$ cat src/rtl/hazard_pkg.sv
// Shared types and constants for the pipeline hazard controller.
// Optional feature macro used by hazard_ctrl: HAZARD_PERF_CNT_EN.
package hazard_pkg;

  typedef enum logic [1:0] {
    RUN  = 2'd0,
    MUL  = 2'd1,
    MEMW = 2'd2
  } hz_state_e;

  // Pipeline register controls, in order of the stages they touch.
  typedef struct packed {
    logic pc_stall;
    logic ifid_stall;
    logic ifid_flush;
    logic idex_stall;
    logic idex_flush;
    logic exmem_bubble;
    logic mem_freeze;
  } hz_ctrl_t;

  localparam hz_ctrl_t NO_STALL   = hz_ctrl_t'(7'b000_0000);
  // Data-memory wait: hold everything, inject nothing.
  localparam hz_ctrl_t MEM_FREEZE = hz_ctrl_t'(7'b110_1001);
  // Multiply occupying EX: hold front end, feed NOPs to MEM.
  localparam hz_ctrl_t MUL_HOLD   = hz_ctrl_t'(7'b110_1010);
  // Taken branch resolved in EX: squash the two younger instructions.
  localparam hz_ctrl_t BR_FLUSH   = hz_ctrl_t'(7'b001_0100);
  // Load-use: hold PC and IF/ID, insert one bubble into ID/EX.
  localparam hz_ctrl_t LU_STALL   = hz_ctrl_t'(7'b110_0100);

  // True when the ID instruction consumes the result of a load sitting in EX.
  function automatic logic load_use_hit(
    input logic [4:0] rs1, input logic rs1_used,
    input logic [4:0] rs2, input logic rs2_used,
    input logic [4:0] ex_rd, input logic ex_load
  );
    return ex_load && (ex_rd != 5'd0) &&
           ((rs1_used && (rs1 == ex_rd)) || (rs2_used && (rs2 == ex_rd)));
  endfunction

endpackage

$ cat src/rtl/hazard_mul_seq.sv
// Multiplier occupancy sequencer: owns the remaining-cycle counter and
// produces the launch pulse, completion strobe and clock enable.
import hazard_pkg::*;

module hazard_mul_seq #(
  parameter int MUL_LAT = 4
) (
  input  logic clk,
  input  logic rst_n,
  input  logic i_launch,    // RUN-state multiply accepted this cycle
  input  logic i_in_mul,    // controller is in MUL
  input  logic i_freeze,    // data-memory wait, everything holds
  output logic o_mul_start,
  output logic o_mul_done,
  output logic o_mul_en,
  output logic o_mul_last   // final occupancy cycle of a multi-cycle multiply
);

  localparam logic       MULTI_CYCLE = (MUL_LAT > 1);
  localparam logic [3:0] LOAD_VAL    = 4'(MUL_LAT - 1);

  logic [3:0] r_mul_cnt;

  // Load on launch, count down while occupied, hold during a memory freeze.
  always_ff @(posedge clk or negedge rst_n) begin
    if (!rst_n) begin
      r_mul_cnt <= 4'd0;
    end else if (!i_freeze) begin
      if (i_launch && MULTI_CYCLE) begin
        r_mul_cnt <= LOAD_VAL;
      end else if (i_in_mul && (r_mul_cnt != 4'd0)) begin
        r_mul_cnt <= r_mul_cnt - 4'd1;
      end
    end
  end

  assign o_mul_last  = i_in_mul && (r_mul_cnt == 4'd1);
  assign o_mul_start = i_launch;
  // A single-cycle multiplier finishes in the cycle it is launched.
  assign o_mul_done  = MULTI_CYCLE ? o_mul_last : i_launch;
  assign o_mul_en    = rst_n && !i_freeze;

endmodule

$ cat src/rtl/hazard_ctrl.sv
// Pipeline hazard controller for the 5-stage RV32 core: stalls, flushes
// and bubbles for load-use, multiply occupancy, data-memory wait and taken
// branches. Define HAZARD_PERF_CNT_EN to add saturating event counters.
import hazard_pkg::*;

module hazard_ctrl #(
  parameter int MUL_LAT = 4,
  parameter int CNT_W   = 32
) (
  input  logic             clk,
  input  logic             rst_n,
  input  logic [4:0]       id_rs1_i,
  input  logic [4:0]       id_rs2_i,
  input  logic             id_rs1_used_i,
  input  logic             id_rs2_used_i,
  input  logic [4:0]       ex_rd_i,
  input  logic             ex_mem_read_i,
  input  logic             ex_mul_i,
  input  logic             ex_branch_taken_i,
  input  logic             mem_access_i,
  input  logic             dmem_ready_i,
  output logic             pc_stall_o,
  output logic             ifid_stall_o,
  output logic             ifid_flush_o,
  output logic             idex_stall_o,
  output logic             idex_flush_o,
  output logic             exmem_bubble_o,
  output logic             mem_freeze_o,
  output logic             mul_start_o,
  output logic             mul_en_o,
`ifdef HAZARD_PERF_CNT_EN
  output logic             mul_done_o,
  output logic [CNT_W-1:0] loaduse_cnt_o,
  output logic [CNT_W-1:0] mul_stall_cnt_o,
  output logic [CNT_W-1:0] mem_stall_cnt_o,
  output logic [CNT_W-1:0] flush_cnt_o
`else
  output logic             mul_done_o
`endif
);

  localparam logic MULTI_CYCLE = (MUL_LAT > 1);

  hz_state_e r_state;
  hz_state_e w_next_state;
  hz_ctrl_t  w_ctrl;
  logic      w_freeze;
  logic      w_load_use;
  logic      w_launch;
  logic      w_mul_start;
  logic      w_mul_done;
  logic      w_mul_en;
  logic      w_mul_last;

  assign w_freeze   = mem_access_i && !dmem_ready_i;
  assign w_load_use = load_use_hit(id_rs1_i, id_rs1_used_i, id_rs2_i, id_rs2_used_i,
                                   ex_rd_i, ex_mem_read_i);
  assign w_launch   = (r_state == RUN) && !w_freeze && ex_mul_i;

  hazard_mul_seq #(.MUL_LAT(MUL_LAT)) u_mul_seq (
    .clk         (clk),
    .rst_n       (rst_n),
    .i_launch    (w_launch),
    .i_in_mul    (r_state == MUL),
    .i_freeze    (w_freeze),
    .o_mul_start (w_mul_start),
    .o_mul_done  (w_mul_done),
    .o_mul_en    (w_mul_en),
    .o_mul_last  (w_mul_last)
  );

  // State register; reset aborts any multiply or memory wait.
  always_ff @(posedge clk or negedge rst_n) begin
    if (!rst_n) r_state <= RUN;
    else        r_state <= w_next_state;
  end

  // Next state and pipeline controls, priority: freeze, multiply, branch, load-use.
  always_comb begin
    w_ctrl       = NO_STALL;
    w_next_state = r_state;
    if (w_freeze) begin
      w_ctrl = MEM_FREEZE;
      if (r_state == RUN) w_next_state = MEMW;
    end else begin
      case (r_state)
        RUN: begin
          if (ex_mul_i && MULTI_CYCLE) begin
            w_ctrl       = MUL_HOLD;
            w_next_state = MUL;
          end else if (ex_branch_taken_i) begin
            w_ctrl = BR_FLUSH;
          end else if (w_load_use) begin
            w_ctrl = LU_STALL;
          end
        end
        MUL: begin
          if (w_mul_last) w_next_state = RUN;
          else            w_ctrl       = MUL_HOLD;
        end
        // Memory has answered; load-use is re-evaluated from RUN next cycle.
        MEMW:    w_next_state = RUN;
        default: w_next_state = RUN;
      endcase
    end
  end

  assign pc_stall_o     = rst_n && w_ctrl.pc_stall;
  assign ifid_stall_o   = rst_n && w_ctrl.ifid_stall;
  assign ifid_flush_o   = rst_n && w_ctrl.ifid_flush;
  assign idex_stall_o   = rst_n && w_ctrl.idex_stall;
  assign idex_flush_o   = rst_n && w_ctrl.idex_flush;
  assign exmem_bubble_o = rst_n && w_ctrl.exmem_bubble;
  assign mem_freeze_o   = rst_n && w_ctrl.mem_freeze;
  assign mul_start_o    = rst_n && w_mul_start;
  assign mul_en_o       = rst_n && w_mul_en;
  assign mul_done_o     = rst_n && w_mul_done;

`ifdef HAZARD_PERF_CNT_EN
  // Event order: [3] load-use, [2] multiply stall, [1] memory stall, [0] branch flush.
  logic [3:0] w_evt;
  assign w_evt = {w_ctrl.pc_stall && w_ctrl.idex_flush,
                  w_ctrl.exmem_bubble,
                  w_ctrl.mem_freeze,
                  w_ctrl.ifid_flush};

  genvar gi;
  generate
    for (gi = 0; gi < 4; gi++) begin : g_perf
      logic [CNT_W-1:0] r_cnt;
      // Saturating event counter; sticks at all-ones.
      always_ff @(posedge clk or negedge rst_n) begin
        if (!rst_n)                         r_cnt <= '0;
        else if (w_evt[gi] && (r_cnt != '1)) r_cnt <= r_cnt + 1'b1;
      end
    end
  endgenerate

  assign loaduse_cnt_o   = g_perf[3].r_cnt;
  assign mul_stall_cnt_o = g_perf[2].r_cnt;
  assign mem_stall_cnt_o = g_perf[1].r_cnt;
  assign flush_cnt_o     = g_perf[0].r_cnt;
`endif

endmodule

$ cat config.mk
export PLATFORM = sky130hd
export DESIGN_NAME = hazard_ctrl
export DESIGN_NICKNAME = d
export VERILOG_FILES = /design/src/rtl/hazard_pkg.sv /design/src/rtl/hazard_mul_seq.sv /design/src/rtl/hazard_ctrl.sv
export SDC_FILE = /design/constraint.sdc
export NUM_CORES = 1
export LEC_CHECK = 0
export ABC_AREA = 1
export CAP_MARGIN = 0
export CORE_MARGIN = 2
export CORE_UTILIZATION = 42
export DETAILED_ROUTE_END_ITERATION = 8
export GPL_ROUTABILITY_DRIVEN = 0
export GPL_TIMING_DRIVEN = 0
export PLACE_DENSITY = 0.83
export SYNTH_ARGS = -nofsm -noshare
export SYNTH_HDL_FRONTEND = slang
export SYNTH_SLANG_ARGS = --single-unit
$ cat constraint.sdc
create_clock -name clk -period 1.8 [get_ports clk]
set_input_delay 0.18 -clock clk [delete_from_list [all_inputs] [get_ports clk]]
set_output_delay 0.18 -clock clk [all_outputs]
set_load 0.02 [all_outputs]
== After elaboration in Yosys (flattened, before gate mapping) ==
Index checks and enable logic that the tools add are counted.
Storage, ports and cells
  bits in registers: 6
  latch bits: 0
  RAM bits: 0
  memory bits (read-only): 0
  input port bits: 24
  output and inout port bits: 10
  logic and storage cells: 53
  memories kept: 0
Operators by class
  add/sub/neg operators: 1
  multipliers: 0
  divide/modulo/power cells: 0
  $lt $le $gt $ge: 0
  equality and inequality tests: 7
  shift operators: 0
  multiplexer cells: 13
  bitwise gates (word level): 1
  reduce and logical (&&, ||, !) cells: 29
Operators by type and width (number)
  two-way mux 7 bit: 5
  logical AND 1 bit: 20
  case mux 7 bit (2 select lines): 1
  equality test 5 bit: 2
  two-way mux 2 bit: 4
  two-way mux 4 bit: 2
  nonzero test 5 bit: 1
  equality test 4 x 1 -> 1 bit (second input constant): 1
  case mux 2 bit (2 select lines): 1
  nonzero test 4 bit: 1
  subtractor 4 x 1 -> 4 bit (second input constant): 1
  inequality test 3 x 2 -> 1 bit (second input constant): 1
  inequality test 3 bit (second input constant): 1
  AND reduction 3 bit: 1
  equality test 2 x 1 -> 1 bit (second input constant): 1
  logical NOT 1 bit: 2
  logical NOT 2 bit: 1
  inequality test 2 bit (second input constant): 1
  AND reduction 2 bit: 1
  nonzero test 2 bit: 1
  logical OR 1 bit: 1
  NOT 1 bit: 1

== Logic depth before layout (Yosys ltp) ==
  depth in word-level cells: 10
  gate-level depth with buffers: 9
  gate-level depth less buffers: 8

== Cells and area by module ==
A second synthesis with hierarchy kept.
Unflattened totals
  cell total of the unflattened synthesis: 141
  area total of the unflattened synthesis: 774.5 µm²
By module, submodules not included
  hazard_ctrl: times used 1, cells each 98, area each 461.7 µm², seq. area each 50.0 µm²
  hazard_mul_seq: times used 1, cells each 43, area each 312.8 µm², seq. area each 100.1 µm²

== Worst setup path after synthesis ==
OpenSTA, ideal clock, no wires.
  path type: reg2out
  from: reg u_mul_seq.r_mul_cnt[1]
  to: out pc_stall_o
  arrival: 1305 ps
  required time: 1620 ps
  path slack: 315 ps
  cell stages (with the launch flop): 9
  path buffers: 1
  path through: dfrtp_1 > inv_1 > ha_1 > nand3_1 > nand2_1 > nand2_1 > o21ai_1 > nand2_1 > buf_4
Between the ends
  word-level cells in the longest chain between the ends: 6
Ends and longest elaborated chain
  start: declaration: RTL line hazard_mul_seq.sv:22  | logic [3:0] r_mul_cnt;
  start signal: assignment: RTL line hazard_mul_seq.sv:32  | r_mul_cnt <= r_mul_cnt - 4'd1;
  equality test 4 x 1 -> 1 bit: RTL line hazard_mul_seq.sv:37  | assign o_mul_last = i_in_mul && (r_mul_cnt == 4'd1);
  logical AND 1 bit: RTL line hazard_mul_seq.sv:37
  two-way mux 7 bit: RTL line hazard_ctrl.sv:98  | if (w_mul_last) w_next_state = RUN;
  case mux 7 bit (2 select lines): RTL line hazard_ctrl.sv:86  | case (r_state)
  two-way mux 7 bit: RTL line hazard_ctrl.sv:82  | if (w_freeze) begin
  logical AND 1 bit: RTL line hazard_ctrl.sv:108  | assign pc_stall_o = rst_n && w_ctrl.pc_stall;
  end: declaration: RTL line hazard_ctrl.sv:22  | output logic pc_stall_o,
No other way between the ends.

== Worst setup path after layout ==
Same ends and word-level chain as after synthesis.

==> flow_metrics.env <==
export IMPL_placement_rows=14
export IMPL_chipHeight_um=44.30
export IMPL_clock_fmax_mhz=558.5
export IMPL_floorplan_io_pins=34
export IMPL_power_sequential_fraction_pct=25.8
export IMPL_finalWorstSetupSlack_ns=0.009427
export IMPL_port_buffers=33
export IMPL_critical_path_required_ns=1.62
export IMPL_intPower_uw=479.1
export IMPL_cp_max_fo=3
export IMPL_cts_root_buf="sky130_fd_sc_hd__clkbuf_4"
export IMPL_dp_hpwl_um=1524
export IMPL_clk_path_buf_depth=2
export IMPL_main_area_contributors_after_synthesis="sky130_fd_sc_hd__dfrtp_1, sky130_fd_sc_hd__nand2_1, sky130_fd_sc_hd__inv_1"
export IMPL_synthDistinctLibCells=21
export IMPL_layout_cell_area_non_filler_um2=1059
export IMPL_path_cells="inv_2, ha_1, nand3_2, nand2_2, nand2_2, o21ai_2, nand2_2, buf_4, buf_4"
export IMPL_clk_insertion_delay_late_ns=0.24
export IMPL_die_footprint_um2=1962
export IMPL_synth_xor_area_share_pct=0
export IMPL_maxCapViolCount=0
export IMPL_status="finished clean"
export IMPL_final_cells=175
export IMPL_wirelength_um=1896
export IMPL_finalHoldWorstSlack_ns=0.5389
export IMPL_synth_compound_area_share_pct=8.440
export IMPL_leakagePower_nw=0.6164
export IMPL_hp_class="flip-flop to flip-flop"
export IMPL_detail_route_first_pass_iterations=4
export IMPL_power_combinational_fraction_pct=60.0
export IMPL_timing_setup_critical_path_class="flip-flop to output port"
export IMPL_multi_input_area_um2=437.9
export IMPL_worst_slew_pin_slew_ns=0.2954
export IMPL_clock_skew_ns=0.008527
export IMPL_area_growth_synth_to_final_pct=55.23
export IMPL_post_place_ws_ns=-0.5823
export IMPL_placed_cells_incl_taps=170
export IMPL_synth_avg_cell_area_um2=5.636
export IMPL_wl_per_cell_um=10.83
export IMPL_timing_critical_path_slowest_stage_cell="sky130_fd_sc_hd__dfrtp_1"
export IMPL_synth_adder_area_share_pct=3.670
export IMPL_share_of_yosys_cell_area_claimed_by_the_top_area_cell_type_pct=22.02
export IMPL_power_frac_clock_pct=14.3
export IMPL_synth_edff_count=0
export IMPL_nets=187
export IMPL_critical_path_top_delay_family="flip-flops"
export IMPL_yosys_register_bits=6
export IMPL_grt_overflow_total=0
export IMPL_timing_critical_path_arrival_ns=1.61
export IMPL_p_sw_share_pct=44.45
export IMPL_synth_nets=147
export IMPL_seq_area_um2=150.1
export IMPL_first_global_vias=813
export IMPL_yosysWarningCount=0
export IMPL_grt_max_degree=9
export IMPL_setup_total_negative_slack_ns=0
export IMPL_critPathCaptureType="output port"
export IMPL_detailedRoute_firstIterationViolations=7
export IMPL_cts_buffers=3
export IMPL_start_util_pct=45.27
export IMPL_synth_async_reset_ratio_pct=100.0
export IMPL_grt_pass1_wl_um=3111
export IMPL_core_um2=1506
export IMPL_post_route_util_pct=70.27
export IMPL_h_tree_depth=1
export IMPL_grt_usage_pct=21.13
export IMPL_power_ir_vdd_worst_mv=0.8058
export IMPL_setup_viol_count_final=0
export IMPL_flip_flop_cell_with_the_highest_count_after_synthesis="sky130_fd_sc_hd__dfrtp_1"
export IMPL_ant_nets=0
export IMPL_drc_errors=0
export IMPL_dpl_instance_area_um2=1032
export IMPL_totalPowerFinal_uw=862.5
export IMPL_tcrit_tclk_final_pct=99.48
export IMPL_fillers=153
export IMPL_dieWidth_um=44.30
export IMPL_insertedDiodeCount=0
export IMPL_syn_area_um2=681.9
export IMPL_slew_headroom_pct=80.24
export IMPL_antenna_violations_before_repair=0
export IMPL_synth_mux_area_share_pct=0
export IMPL_max_stage_delay_ns=0.38
export IMPL_pwr_density_cell_nw_per_um2=814.8
export IMPL_synth_simple_gate_area_share_pct=49.36
export IMPL_synthMostInstantiatedCell="sky130_fd_sc_hd__nand2_1"
export IMPL_dominant_combinational_cell_family_by_area_after_synthesis="simple AND/OR/NAND/NOR gates"
export IMPL_startpoint_type="flip-flop"
export IMPL_share_of_cells_above_drive_strength_1_pct=18.24
export IMPL_clkSinkCount=6
export IMPL_yosys_top_cells_count="sky130_fd_sc_hd__nand2_1, sky130_fd_sc_hd__inv_1, sky130_fd_sc_hd__nor2_1, sky130_fd_sc_hd__nand3_1, sky130_fd_sc_hd__o21ai_1"
export IMPL_tritoncts="built"
export IMPL_finalCriticalPeriod_ns=1.791
export IMPL_vias=836
export IMPL_register_clock_pin_slew_on_the_reported_worst_setup_and_hold_paths_ns=0.05
export IMPL_netSwitchingPower_uw=383.4
export IMPL_timing_critical_path_buf_inv=3
export IMPL_rsz_0062_raised_after_global_routing="yes"
export IMPL_synth_top_cell_by_area="sky130_fd_sc_hd__dfrtp_1"
export IMPL_cpMostUsedCell="sky130_fd_sc_hd__nand2_2"
export IMPL_detailed_route_vias_per_instance=4.777
export IMPL_timing_max_transition_violations_final=0
export IMPL_yosysSeqAreaShare_pct=22.02
export IMPL_hold_viol=0
export IMPL_syn_inst=121
## path summary, 6_finish.rpt
| check | from | slack (ns) | to | cells past startpoint |
|---|---|---|---|---|
| hold / removal | u_mul_seq.r_mul_cnt[1] | 0.54 | u_mul_seq.r_mul_cnt[1] | 2 |
| setup / recovery | u_mul_seq.r_mul_cnt[1] | 0.009 | pc_stall_o | 9 |
| max in group asynchronous | rst_n | 1.02 | r_state[0] | 2 |
| setup reg to reg | u_mul_seq.r_mul_cnt[0] | 0.51 | u_mul_seq.r_mul_cnt[2] | 6 |
| hold reg to reg | u_mul_seq.r_mul_cnt[1] | 0.54 | u_mul_seq.r_mul_cnt[1] | 2 |
| min in group asynchronous | rst_n | 0.55 | u_mul_seq.r_mul_cnt[3] | 2 |
## registers in the layout (all words and copies together) (netlist names)
| register | cells |
|---|---|
| r_state | 2 |
| u_mul_seq.r_mul_cnt | 4 |
## cell type report
class / instances / area share [%]
Inverter: 28 / 9.929
Sequential cell: 6 / 14.18
Tap cell: 16 / 1.891
Clock buffer: 3 / 2.128
Timing Repair Buffer: 35 / 29.79
Buffer: 1 / 0.7092
Multi-Input combinational cell: 86 / 41.37
## power groups by stage
| stage | combinational [mW] | sequential [mW] | clock, mW |
|---|---|---|---|
| after floorplan | 0.326 | 0.215 | 0 |
| after global routing | 0.569 | 0.230 | 0.134 |
| after global placement | 0.480 | 0.220 | 0 |
| after CTS | 0.482 | 0.220 | 0.128 |
| after detailed placement | 0.494 | 0.222 | 0 |
| final | 0.517 | 0.222 | 0.123 |
## what timing repair did
action / 4_1_cts / 5_1_grt
hold endpoints to repair: 6 / 0
setup buffers: 0 / 1
hold buffers: 1 / 0
pin swaps: 0 / 2
setup endpoints to repair: 10 / 8
gates resized for setup: 17 / 14
## cell usage in the layout (no fill, tap or decap)
cell                              netlist  final
sky130_fd_sc_hd__clkbuf_4               0      3
sky130_fd_sc_hd__nand3_1                7      6
sky130_fd_sc_hd__nor2_4                 1      1
sky130_fd_sc_hd__buf_4                  1      3
sky130_fd_sc_hd__a21o_1                 1      1
sky130_fd_sc_hd__inv_2                  3      4
sky130_fd_sc_hd__nand2_4                1      1
sky130_fd_sc_hd__nand3_4                1      1
sky130_fd_sc_hd__dfrtp_1                6      6
sky130_fd_sc_hd__nor2_2                 1      2
sky130_fd_sc_hd__clkdlybuf4s50_1        0     23
sky130_fd_sc_hd__nor3_1                 3      3
sky130_fd_sc_hd__nand2_2                2      5
sky130_fd_sc_hd__nand3_2                0      1
sky130_fd_sc_hd__nor4_1                 1      1
sky130_fd_sc_hd__o21ai_1                7      6
sky130_fd_sc_hd__dlygate4sd2_1          0      2
sky130_fd_sc_hd__nor2_1                16     15
sky130_fd_sc_hd__a21oi_1                2      2
sky130_fd_sc_hd__dlymetal6s2s_1         0      1
sky130_fd_sc_hd__nor3b_2                1      1
sky130_fd_sc_hd__o21ai_2                0      1
sky130_fd_sc_hd__o21ai_0                1      1
sky130_fd_sc_hd__nand4_1                1      1
sky130_fd_sc_hd__buf_2                  0      1
sky130_fd_sc_hd__dlygate4sd3_1          0      1
sky130_fd_sc_hd__nand2_1               38     35
sky130_fd_sc_hd__inv_1                 25     24
sky130_fd_sc_hd__clkbuf_2               0      5
sky130_fd_sc_hd__ha_1                   2      2
## per-layer routing
metal | vias to the layer above | share of wire (%) | wire [um] | global-route usage, %
li1 | 446 | - | - | -
met1 | 366 | 42 | 803 | 23.12
met2 | 22 | 52 | 994 | 41.18
met3 | 2 | 4.7 | 89 | 3.265
met4 | 0 | 0.47 | 9 | 6.061
met5 | - | 0 | 0 | 0
## kinds of logic after synthesis
kind of cell | after synthesis
AND/OR/NAND/NOR | 73
buffers and inverters | 29
AO/OA/AOI/OAI | 11
flip-flops | 6
adder cells (fa/ha/maj) | 2
## worst reg2reg max path, stage by stage (launching register included)
cell                      delay (ns)
sky130_fd_sc_hd__dfrtp_1        0.38
sky130_fd_sc_hd__inv_1          0.07
sky130_fd_sc_hd__ha_1           0.21
sky130_fd_sc_hd__nand3_1        0.12
sky130_fd_sc_hd__nand3_4        0.12
sky130_fd_sc_hd__nor3_1         0.20
sky130_fd_sc_hd__nor3b_2        0.07
Power figures use the tool's default switching activity.
